### config.mk
export PLATFORM = sky130hd
export DESIGN_NAME = ascon_state_masker_flat
export DESIGN_NICKNAME = d
export VERILOG_FILES = /design/src/rtl/ascon_state_masker_if.sv /design/src/rtl/ascon_state_masker.sv /design/src/flat_wrapper.sv
export SDC_FILE = /design/constraint.sdc
export NUM_CORES = 2
export LEC_CHECK = 0
export ABC_AREA = 0
export BUFFER_PORTS_ARGS = -buffer_cell sky130_fd_sc_hd__buf_2
export CAP_MARGIN = 5
export CORE_AREA = 2 2 524 526
export DETAILED_ROUTE_END_ITERATION = 6
export DIE_AREA = 0 0 526 528
export PLACE_DENSITY_LB_ADDON = 0.08
export REMOVE_ABC_BUFFERS = 1
export SYNTH_ARGS = -nofsm -noshare
export SYNTH_HDL_FRONTEND = slang
export SYNTH_SLANG_ARGS = --single-unit
### constraint.sdc
create_clock -name clk -period 71.8 [get_ports clk]
set_input_delay 14.36 -clock clk [delete_from_list [all_inputs] [get_ports clk]]
set_output_delay 14.36 -clock clk [all_outputs]
set_load 0.02 [all_outputs]
### src/rtl/ascon_state_masker_if.sv
// Handshake and lane bundle around the Ascon share encoder.
// It groups the unshared input, the RNG stream and the three-share output.
interface ascon_state_masker_if #(parameter int LANE_W = 64);
  logic              in_valid;
  logic              in_ready;
  logic [LANE_W-1:0] x0, x1, x2, x3, x4;
  logic              rng_valid;
  logic              rng_ready;
  logic [LANE_W-1:0] rng_data;
  logic              out_valid;
  logic              out_ready;
  logic [LANE_W-1:0] x0_0, x1_0, x2_0, x3_0, x4_0;
  logic [LANE_W-1:0] x0_1, x1_1, x2_1, x3_1, x4_1;
  logic [LANE_W-1:0] x0_2, x1_2, x2_2, x3_2, x4_2;

  modport slave (
    input  in_valid, x0, x1, x2, x3, x4, rng_valid, rng_data, out_ready,
    output in_ready, rng_ready, out_valid,
    output x0_0, x1_0, x2_0, x3_0, x4_0,
    output x0_1, x1_1, x2_1, x3_1, x4_1,
    output x0_2, x1_2, x2_2, x3_2, x4_2
  );

  modport master (
    output in_valid, x0, x1, x2, x3, x4, rng_valid, rng_data, out_ready,
    input  in_ready, rng_ready, out_valid,
    input  x0_0, x1_0, x2_0, x3_0, x4_0,
    input  x0_1, x1_1, x2_1, x3_1, x4_1,
    input  x0_2, x1_2, x2_2, x3_2, x4_2
  );
endinterface

### src/rtl/ascon_state_masker.sv
// Three-share Boolean encoder for a 5x64 Ascon state.
// It consumes two random words per lane and holds the shares until they are taken.
module ascon_state_masker #(
  parameter int LANE_W    = 64,
  parameter int NUM_LANES = 5,
  parameter bit NOMASK    = 1'b0
) (
  input  logic                  clk,
  input  logic                  rst,
  ascon_state_masker_if.slave   bus
);
  localparam int NUM_WORDS = 2 * NUM_LANES;
  localparam int K_W       = $clog2(NUM_WORDS);

  typedef enum logic [1:0] {
    IDLE  = 2'd0,
    FETCH = 2'd1,
    DONE  = 2'd2
  } state_t;

  state_t            r_state;
  state_t            w_state_nxt;
  logic [K_W-1:0]    r_k;
  logic [LANE_W-1:0] r_ra;
  logic [LANE_W-1:0] r_buf [NUM_LANES];
  logic [LANE_W-1:0] r_sh0 [NUM_LANES];
  logic [LANE_W-1:0] r_sh1 [NUM_LANES];
  logic [LANE_W-1:0] r_sh2 [NUM_LANES];
  logic              r_out_valid;
  logic              r_rng_ready;

  logic [LANE_W-1:0] w_x [NUM_LANES];
  logic [K_W-2:0]    w_lane;
  logic [LANE_W-1:0] w_rnd;
  logic              w_in_ready;
  logic              w_accept;
  logic              w_capture;
  logic              w_last;

  assign w_x[0] = bus.x0;
  assign w_x[1] = bus.x1;
  assign w_x[2] = bus.x2;
  assign w_x[3] = bus.x3;
  assign w_x[4] = bus.x4;

  assign bus.x0_0 = r_sh0[0];
  assign bus.x1_0 = r_sh0[1];
  assign bus.x2_0 = r_sh0[2];
  assign bus.x3_0 = r_sh0[3];
  assign bus.x4_0 = r_sh0[4];
  assign bus.x0_1 = r_sh1[0];
  assign bus.x1_1 = r_sh1[1];
  assign bus.x2_1 = r_sh1[2];
  assign bus.x3_1 = r_sh1[3];
  assign bus.x4_1 = r_sh1[4];
  assign bus.x0_2 = r_sh2[0];
  assign bus.x1_2 = r_sh2[1];
  assign bus.x2_2 = r_sh2[2];
  assign bus.x3_2 = r_sh2[3];
  assign bus.x4_2 = r_sh2[4];

  // A new state can enter from IDLE, or from DONE in the cycle the result is taken.
  assign w_in_ready    = (r_state == IDLE) || ((r_state == DONE) && bus.out_ready);
  assign w_accept      = bus.in_valid && w_in_ready;
  assign w_capture     = (r_state == FETCH) && bus.rng_valid;
  assign w_last        = w_capture && (r_k == K_W'(NUM_WORDS - 1));
  assign w_lane        = r_k[K_W-1:1];
  assign w_rnd         = NOMASK ? {LANE_W{1'b0}} : bus.rng_data;
  assign bus.in_ready  = w_in_ready;
  assign bus.rng_ready = r_rng_ready;
  assign bus.out_valid = r_out_valid;

  // Next-state decode for the IDLE/FETCH/DONE sequencer.
  always_comb begin
    w_state_nxt = r_state;
    case (r_state)
      IDLE: begin
        if (w_accept) w_state_nxt = FETCH;
        else          w_state_nxt = IDLE;
      end
      FETCH: begin
        if (w_last) w_state_nxt = DONE;
        else        w_state_nxt = FETCH;
      end
      DONE: begin
        if (bus.out_ready) w_state_nxt = bus.in_valid ? FETCH : IDLE;
        else               w_state_nxt = DONE;
      end
      default: w_state_nxt = IDLE;
    endcase
  end

  // State register with the handshake flags registered from the next state.
  always_ff @(posedge clk or posedge rst) begin
    if (rst) begin
      r_state     <= IDLE;
      r_out_valid <= 1'b0;
      r_rng_ready <= 1'b0;
    end else begin
      r_state     <= w_state_nxt;
      r_out_valid <= (w_state_nxt == DONE);
      r_rng_ready <= (w_state_nxt == FETCH);
    end
  end

  // Lane buffer, word counter and share registers; the odd word completes a lane.
  always_ff @(posedge clk or posedge rst) begin
    if (rst) begin
      r_k  <= '0;
      r_ra <= '0;
      for (int i = 0; i < NUM_LANES; i++) begin
        r_buf[i] <= '0;
        r_sh0[i] <= '0;
        r_sh1[i] <= '0;
        r_sh2[i] <= '0;
      end
    end else if (w_accept) begin
      r_k <= '0;
      for (int i = 0; i < NUM_LANES; i++) begin
        r_buf[i] <= w_x[i];
      end
    end else if (w_capture) begin
      r_k <= w_last ? '0 : r_k + K_W'(1);
      if (!r_k[0]) begin
        r_ra         <= w_rnd;
        r_sh1[w_lane] <= w_rnd;
      end else begin
        r_sh2[w_lane] <= w_rnd;
        r_sh0[w_lane] <= r_buf[w_lane] ^ r_ra ^ w_rnd;
        r_buf[w_lane] <= '0;
      end
    end
  end
endmodule

### src/flat_wrapper.sv
// flat-port wrapper written by rule: the top's interface ports become plain ports
module ascon_state_masker_flat 
#(
  parameter int LANE_W    = 64,
  parameter int NUM_LANES = 5,
  parameter bit NOMASK    = 1'b0
)
  (clk, rst, bus_in_valid, bus_x0, bus_x1, bus_x2, bus_x3, bus_x4, bus_rng_valid, bus_rng_data, bus_out_ready, bus_in_ready, bus_rng_ready, bus_out_valid, bus_x0_0, bus_x1_0, bus_x2_0, bus_x3_0, bus_x4_0, bus_x0_1, bus_x1_1, bus_x2_1, bus_x3_1, bus_x4_1, bus_x0_2, bus_x1_2, bus_x2_2, bus_x3_2, bus_x4_2);
  ascon_state_masker_if #(.LANE_W(LANE_W)) bus_i ();
  input  logic clk;
  input  logic rst;
  input wire logic [$bits(bus_i.in_valid)-1:0] bus_in_valid;
  input wire logic [$bits(bus_i.x0)-1:0] bus_x0;
  input wire logic [$bits(bus_i.x1)-1:0] bus_x1;
  input wire logic [$bits(bus_i.x2)-1:0] bus_x2;
  input wire logic [$bits(bus_i.x3)-1:0] bus_x3;
  input wire logic [$bits(bus_i.x4)-1:0] bus_x4;
  input wire logic [$bits(bus_i.rng_valid)-1:0] bus_rng_valid;
  input wire logic [$bits(bus_i.rng_data)-1:0] bus_rng_data;
  input wire logic [$bits(bus_i.out_ready)-1:0] bus_out_ready;
  output wire logic [$bits(bus_i.in_ready)-1:0] bus_in_ready;
  output wire logic [$bits(bus_i.rng_ready)-1:0] bus_rng_ready;
  output wire logic [$bits(bus_i.out_valid)-1:0] bus_out_valid;
  output wire logic [$bits(bus_i.x0_0)-1:0] bus_x0_0;
  output wire logic [$bits(bus_i.x1_0)-1:0] bus_x1_0;
  output wire logic [$bits(bus_i.x2_0)-1:0] bus_x2_0;
  output wire logic [$bits(bus_i.x3_0)-1:0] bus_x3_0;
  output wire logic [$bits(bus_i.x4_0)-1:0] bus_x4_0;
  output wire logic [$bits(bus_i.x0_1)-1:0] bus_x0_1;
  output wire logic [$bits(bus_i.x1_1)-1:0] bus_x1_1;
  output wire logic [$bits(bus_i.x2_1)-1:0] bus_x2_1;
  output wire logic [$bits(bus_i.x3_1)-1:0] bus_x3_1;
  output wire logic [$bits(bus_i.x4_1)-1:0] bus_x4_1;
  output wire logic [$bits(bus_i.x0_2)-1:0] bus_x0_2;
  output wire logic [$bits(bus_i.x1_2)-1:0] bus_x1_2;
  output wire logic [$bits(bus_i.x2_2)-1:0] bus_x2_2;
  output wire logic [$bits(bus_i.x3_2)-1:0] bus_x3_2;
  output wire logic [$bits(bus_i.x4_2)-1:0] bus_x4_2;
  assign bus_i.in_valid = bus_in_valid;
  assign bus_i.x0 = bus_x0;
  assign bus_i.x1 = bus_x1;
  assign bus_i.x2 = bus_x2;
  assign bus_i.x3 = bus_x3;
  assign bus_i.x4 = bus_x4;
  assign bus_i.rng_valid = bus_rng_valid;
  assign bus_i.rng_data = bus_rng_data;
  assign bus_i.out_ready = bus_out_ready;
  assign bus_in_ready = bus_i.in_ready;
  assign bus_rng_ready = bus_i.rng_ready;
  assign bus_out_valid = bus_i.out_valid;
  assign bus_x0_0 = bus_i.x0_0;
  assign bus_x1_0 = bus_i.x1_0;
  assign bus_x2_0 = bus_i.x2_0;
  assign bus_x3_0 = bus_i.x3_0;
  assign bus_x4_0 = bus_i.x4_0;
  assign bus_x0_1 = bus_i.x0_1;
  assign bus_x1_1 = bus_i.x1_1;
  assign bus_x2_1 = bus_i.x2_1;
  assign bus_x3_1 = bus_i.x3_1;
  assign bus_x4_1 = bus_i.x4_1;
  assign bus_x0_2 = bus_i.x0_2;
  assign bus_x1_2 = bus_i.x1_2;
  assign bus_x2_2 = bus_i.x2_2;
  assign bus_x3_2 = bus_i.x3_2;
  assign bus_x4_2 = bus_i.x4_2;
  ascon_state_masker #(.LANE_W(LANE_W), .NUM_LANES(NUM_LANES), .NOMASK(NOMASK)) u_core (.clk(clk), .rst(rst), .bus(bus_i));
endmodule
==> flow_summary.ini <==
[worst_setup_path]
cp.arrival_ns = 15.45
max_stage_delay_ns = 0.26
criticalPathCategory = input pin to primary output
end_kind = primary output
crit_slowest_cell = nor2b_1
cp.buffers_inverters = 3
crit_fanout = 4
r2r_slack_ns = 67.20
crit_chain = buf_2 > nand2b_1 > nor2b_1 > buf_4 > buf_2
crit_path_frequent_cell = buf_2
cp-start-kind = input pin
cp.required_ns = 57.44
crit_family = buffers and inverters

[finish]
stdcell_count = 9465
drive_above_1_share = 0.435
final_nets = 6077
syn_to_final_growth_pct = 30.0
fillers = 29080

[power]
power.density_mw_per_mm2 = 52.8
swShare = 0.412
net-switching-power_mw = 1.54
total_power_mw = 3.74
p_leak_nw = 33.7
ir_drop_v = 0.0000226
p_int_mw = 2.20
comb_power_share = 0.415
power_frac_seq = 0.345
clkPwrFrac = 0.239

[cts]
hold_buffers = 0
cts_resized = 0
clk_latency_ns = 0.86
cts_made_buffers = 176
tritoncts = done
cts_buffer_depth = 4
htreeDepth = 4
post-cts-setup-buffers = 0
root_buffer = clkbuf_16
path_clk_slew_ns = 0.05
cts.sinks = 1352

[timing]
drv_slew = 0
slew_headroom = 0.186
rsz0062_at_grt = no
worst_slew_pin_slew_ns = 1.21
finalCritPeriodShare = 0.415
skew_ns = 0.0486
timing.fmax_mhz = 33.5
finalHoldViolCount = 0
fin_tns_setup_ns = 0
min_period_ns = 29.81
setup_viol = 0

[global_route]
antenna_found_initial = 240
grt_max_degree = 160
grt-ovfl-total = 0
grt_pass1_vias = 41114
grt_pass1_wl_um = 341000
grt_usage = 0.171

[floorplan]
io_pins = 1352
rows = 192
die_y_um = 528
initial_utilization = 0.200
die_x_um = 526
die-area_mm2 = 0.278
core-area_mm2 = 0.272

[detailed_routing]
vias_per_cell = 4.19
vias = 39669
detail_route.wl_per_cell_um = 25.9
drtAntennaViolNets = 0
drtIter0Drc = 2153
routed_wirelength_um = 245000
drcViolationCount = 0
first_pass_iters = 7

[worst_hold_path]
min_path_type = flip-flop to flip-flop

[yosys]
synth_edf_count = 0
ys_ff_latch = 1352
synthArstFlopShare = 1.00
synth_area_mm2 = 0.0546
avgSynthCellArea_um2 = 12.3
ys_seq_area_frac = 0.620
ys_types = 46
yosys_warnings = 0
synthCells = 4435
ys.flop_type = dfrtp_1

[run_status]
outcome = finished clean

[place]
placed_cells = 9097
dp_hpwl_um = 167000
gp_congestion = 0.737
portBuffers = 1351

[flow_run]
cap_violations = 0
-- state kept, by name, indices dropped and copies added, names as in the netlist, 64 cells and up --
signal           flops
u_core.bus.x0_0     64
u_core.bus.x0_1     64
u_core.bus.x0_2     64
u_core.bus.x1_0     64
u_core.bus.x1_1     64
u_core.bus.x1_2     64
u_core.bus.x2_0     64
u_core.bus.x2_1     64
u_core.bus.x2_2     64
u_core.bus.x3_0     64
u_core.bus.x3_1     64
u_core.bus.x3_2     64
u_core.bus.x4_0     64
u_core.bus.x4_1     64
u_core.bus.x4_2     64
u_core.r_buf       320
u_core.r_ra         64
-- synthesized netlist by cell type (37+ instances only) --
cell type | count | area share
nand2_1 | 745 | 0.051
a21oi_1 | 204 | 0.019
mux2_1 | 44 | 0.0091
o21ai_0 | 249 | 0.023
mux2_2 | 777 | 0.16
xnor2_1 | 154 | 0.025
nor2_1 | 162 | 0.011
dfrtp_1 | 1352 | 0.62
mux2i_1 | 37 | 0.0068
nand3_1 | 129 | 0.012
o21ai_1 | 51 | 0.0047
clkbuf_1 | 188 | 0.013
buf_2 | 133 | 0.012
-- cell type report --
type / instances / area, µm² / area share
sequential: 1352 / 33800 / 0.477
multi-input combinational: 2723 / 19200 / 0.271
timing repair buffer: 1428 / 7430 / 0.105
clock buffer: 272 / 5320 / 0.0750
tap: 3589 / 4490 / 0.0633
clock inverter: 42 / 465 / 0.00656
antenna: 54 / 135 / 0.00191
inverter: 5 / 27.5 / 0.000388
-- stage by stage --
step / utilization / hold slack [ns] / cell area [µm²] / setup slack (ns)
after floorplan: - / 0.461 / 53000 / 19.32
after global placement: 0.239 / 0.460 / 65000 / 41.81
after detailed placement: 0.239 / 0.466 / 65000 / 41.83
after CTS: 0.260 / 0.480 / 70800 / 41.83
after global routing: 0.260 / 0.499 / 70800 / 41.84
final: 0.260 / 0.476 / 70900 / 41.99
-- layout by cell type, fill, tap and decap left out, types with 3 or more instances in the layout --
| cell type | Yosys | routed |
|---|---|---|
| a22oi_1 | 6 | 6 |
| mux2_2 | 777 | 777 |
| mux2i_1 | 37 | 37 |
| nand2_1 | 745 | 743 |
| o21ai_0 | 249 | 249 |
| dfrtp_4 | 0 | 3 |
| buf_12 | 0 | 7 |
| buf_4 | 13 | 70 |
| a22o_1 | 31 | 31 |
| clkbuf_8 | 0 | 51 |
| xor2_1 | 6 | 6 |
| dfrtp_1 | 1352 | 1349 |
| nand3_1 | 129 | 129 |
| clkbuf_1 | 188 | 43 |
| clkbuf_16 | 0 | 178 |
| a21boi_0 | 31 | 31 |
| inv_6 | 0 | 3 |
| a21oi_1 | 204 | 204 |
| a222oi_1 | 23 | 23 |
| buf_2 | 133 | 1351 |
| mux2_1 | 44 | 44 |
| o22ai_1 | 4 | 4 |
| a211oi_2 | 31 | 31 |
| bufinv_16 | 0 | 7 |
| o21ai_1 | 51 | 51 |
| diode_2 | 0 | 54 |
| xnor2_1 | 154 | 154 |
| and3b_1 | 7 | 7 |
| nor2_1 | 162 | 161 |
| clkinv_2 | 0 | 27 |
-- worst register-to-register path: cells and delay by family (launching register included) --
| kind | cells | cell delay [ns] |
|---|---|---|
| buffers and inverters | 4 | 2.45 |
| muxes | 1 | 0.45 |
| DFF | 1 | 0.91 |
| and+or+nand+nor | 2 | 0.65 |
-- metal layers --
| layer | track usage | share of wire |
|---|---|---|
| met5 | 0 | 0.0040 |
| met4 | 0.0339 | 0.021 |
| met3 | 0.0743 | 0.097 |
| met2 | 0.282 | 0.47 |
| met1 | 0.207 | 0.41 |
-- power by group through the flow --
stage                     Clock (mW)  Sequential [mW]  Combinational (mW)
after CTS                      0.932             1.30                1.60
after global routing           0.960             1.34                1.68
after detailed placement           0             1.30                1.60
after floorplan                    0             1.60               0.654
after global placement             0             1.30                1.59
final                          0.896             1.29                1.55
-- worst paths after layout --
kind                                                  from                              end  cells after the start
min in group asynchronous                              rst  u_core.bus.x0_1[60]$_DFFE_PP0P_                      2
min reg2reg                u_core.bus.x4_0[29]$_DFFE_PP0P_  u_core.bus.x4_0[29]$_DFFE_PP0P_                      2
max in group asynchronous                              rst  u_core.bus.x0_1[34]$_DFFE_PP0P_                      6
max reg2reg                      u_core.r_k[2]$_DFFE_PP0P_  u_core.bus.x4_2[31]$_DFFE_PP0P_                      7
min                        u_core.bus.x4_0[29]$_DFFE_PP0P_  u_core.bus.x4_0[29]$_DFFE_PP0P_                      2
max                                          bus_out_ready                     bus_in_ready                      5
-- kinds of logic (layout without fill, tap and decap cells) --
family                     count (synthesis)  after routing  share of synthesized area
DFF                                     1352           1352                      0.620
and+or+nand+nor                         1066           1066                     0.0786
muxes                                    858            858                      0.176
AOI/OAI and AO/OA                        637            637                     0.0691
buffers and inverters                    360           1747                     0.0297
xor gates and xnor gates                 160            160                     0.0257
adders and majority gates                  2              2                   0.000459
other                                      0             54                          0
Note: power is estimated with default switching activity, not from simulation.
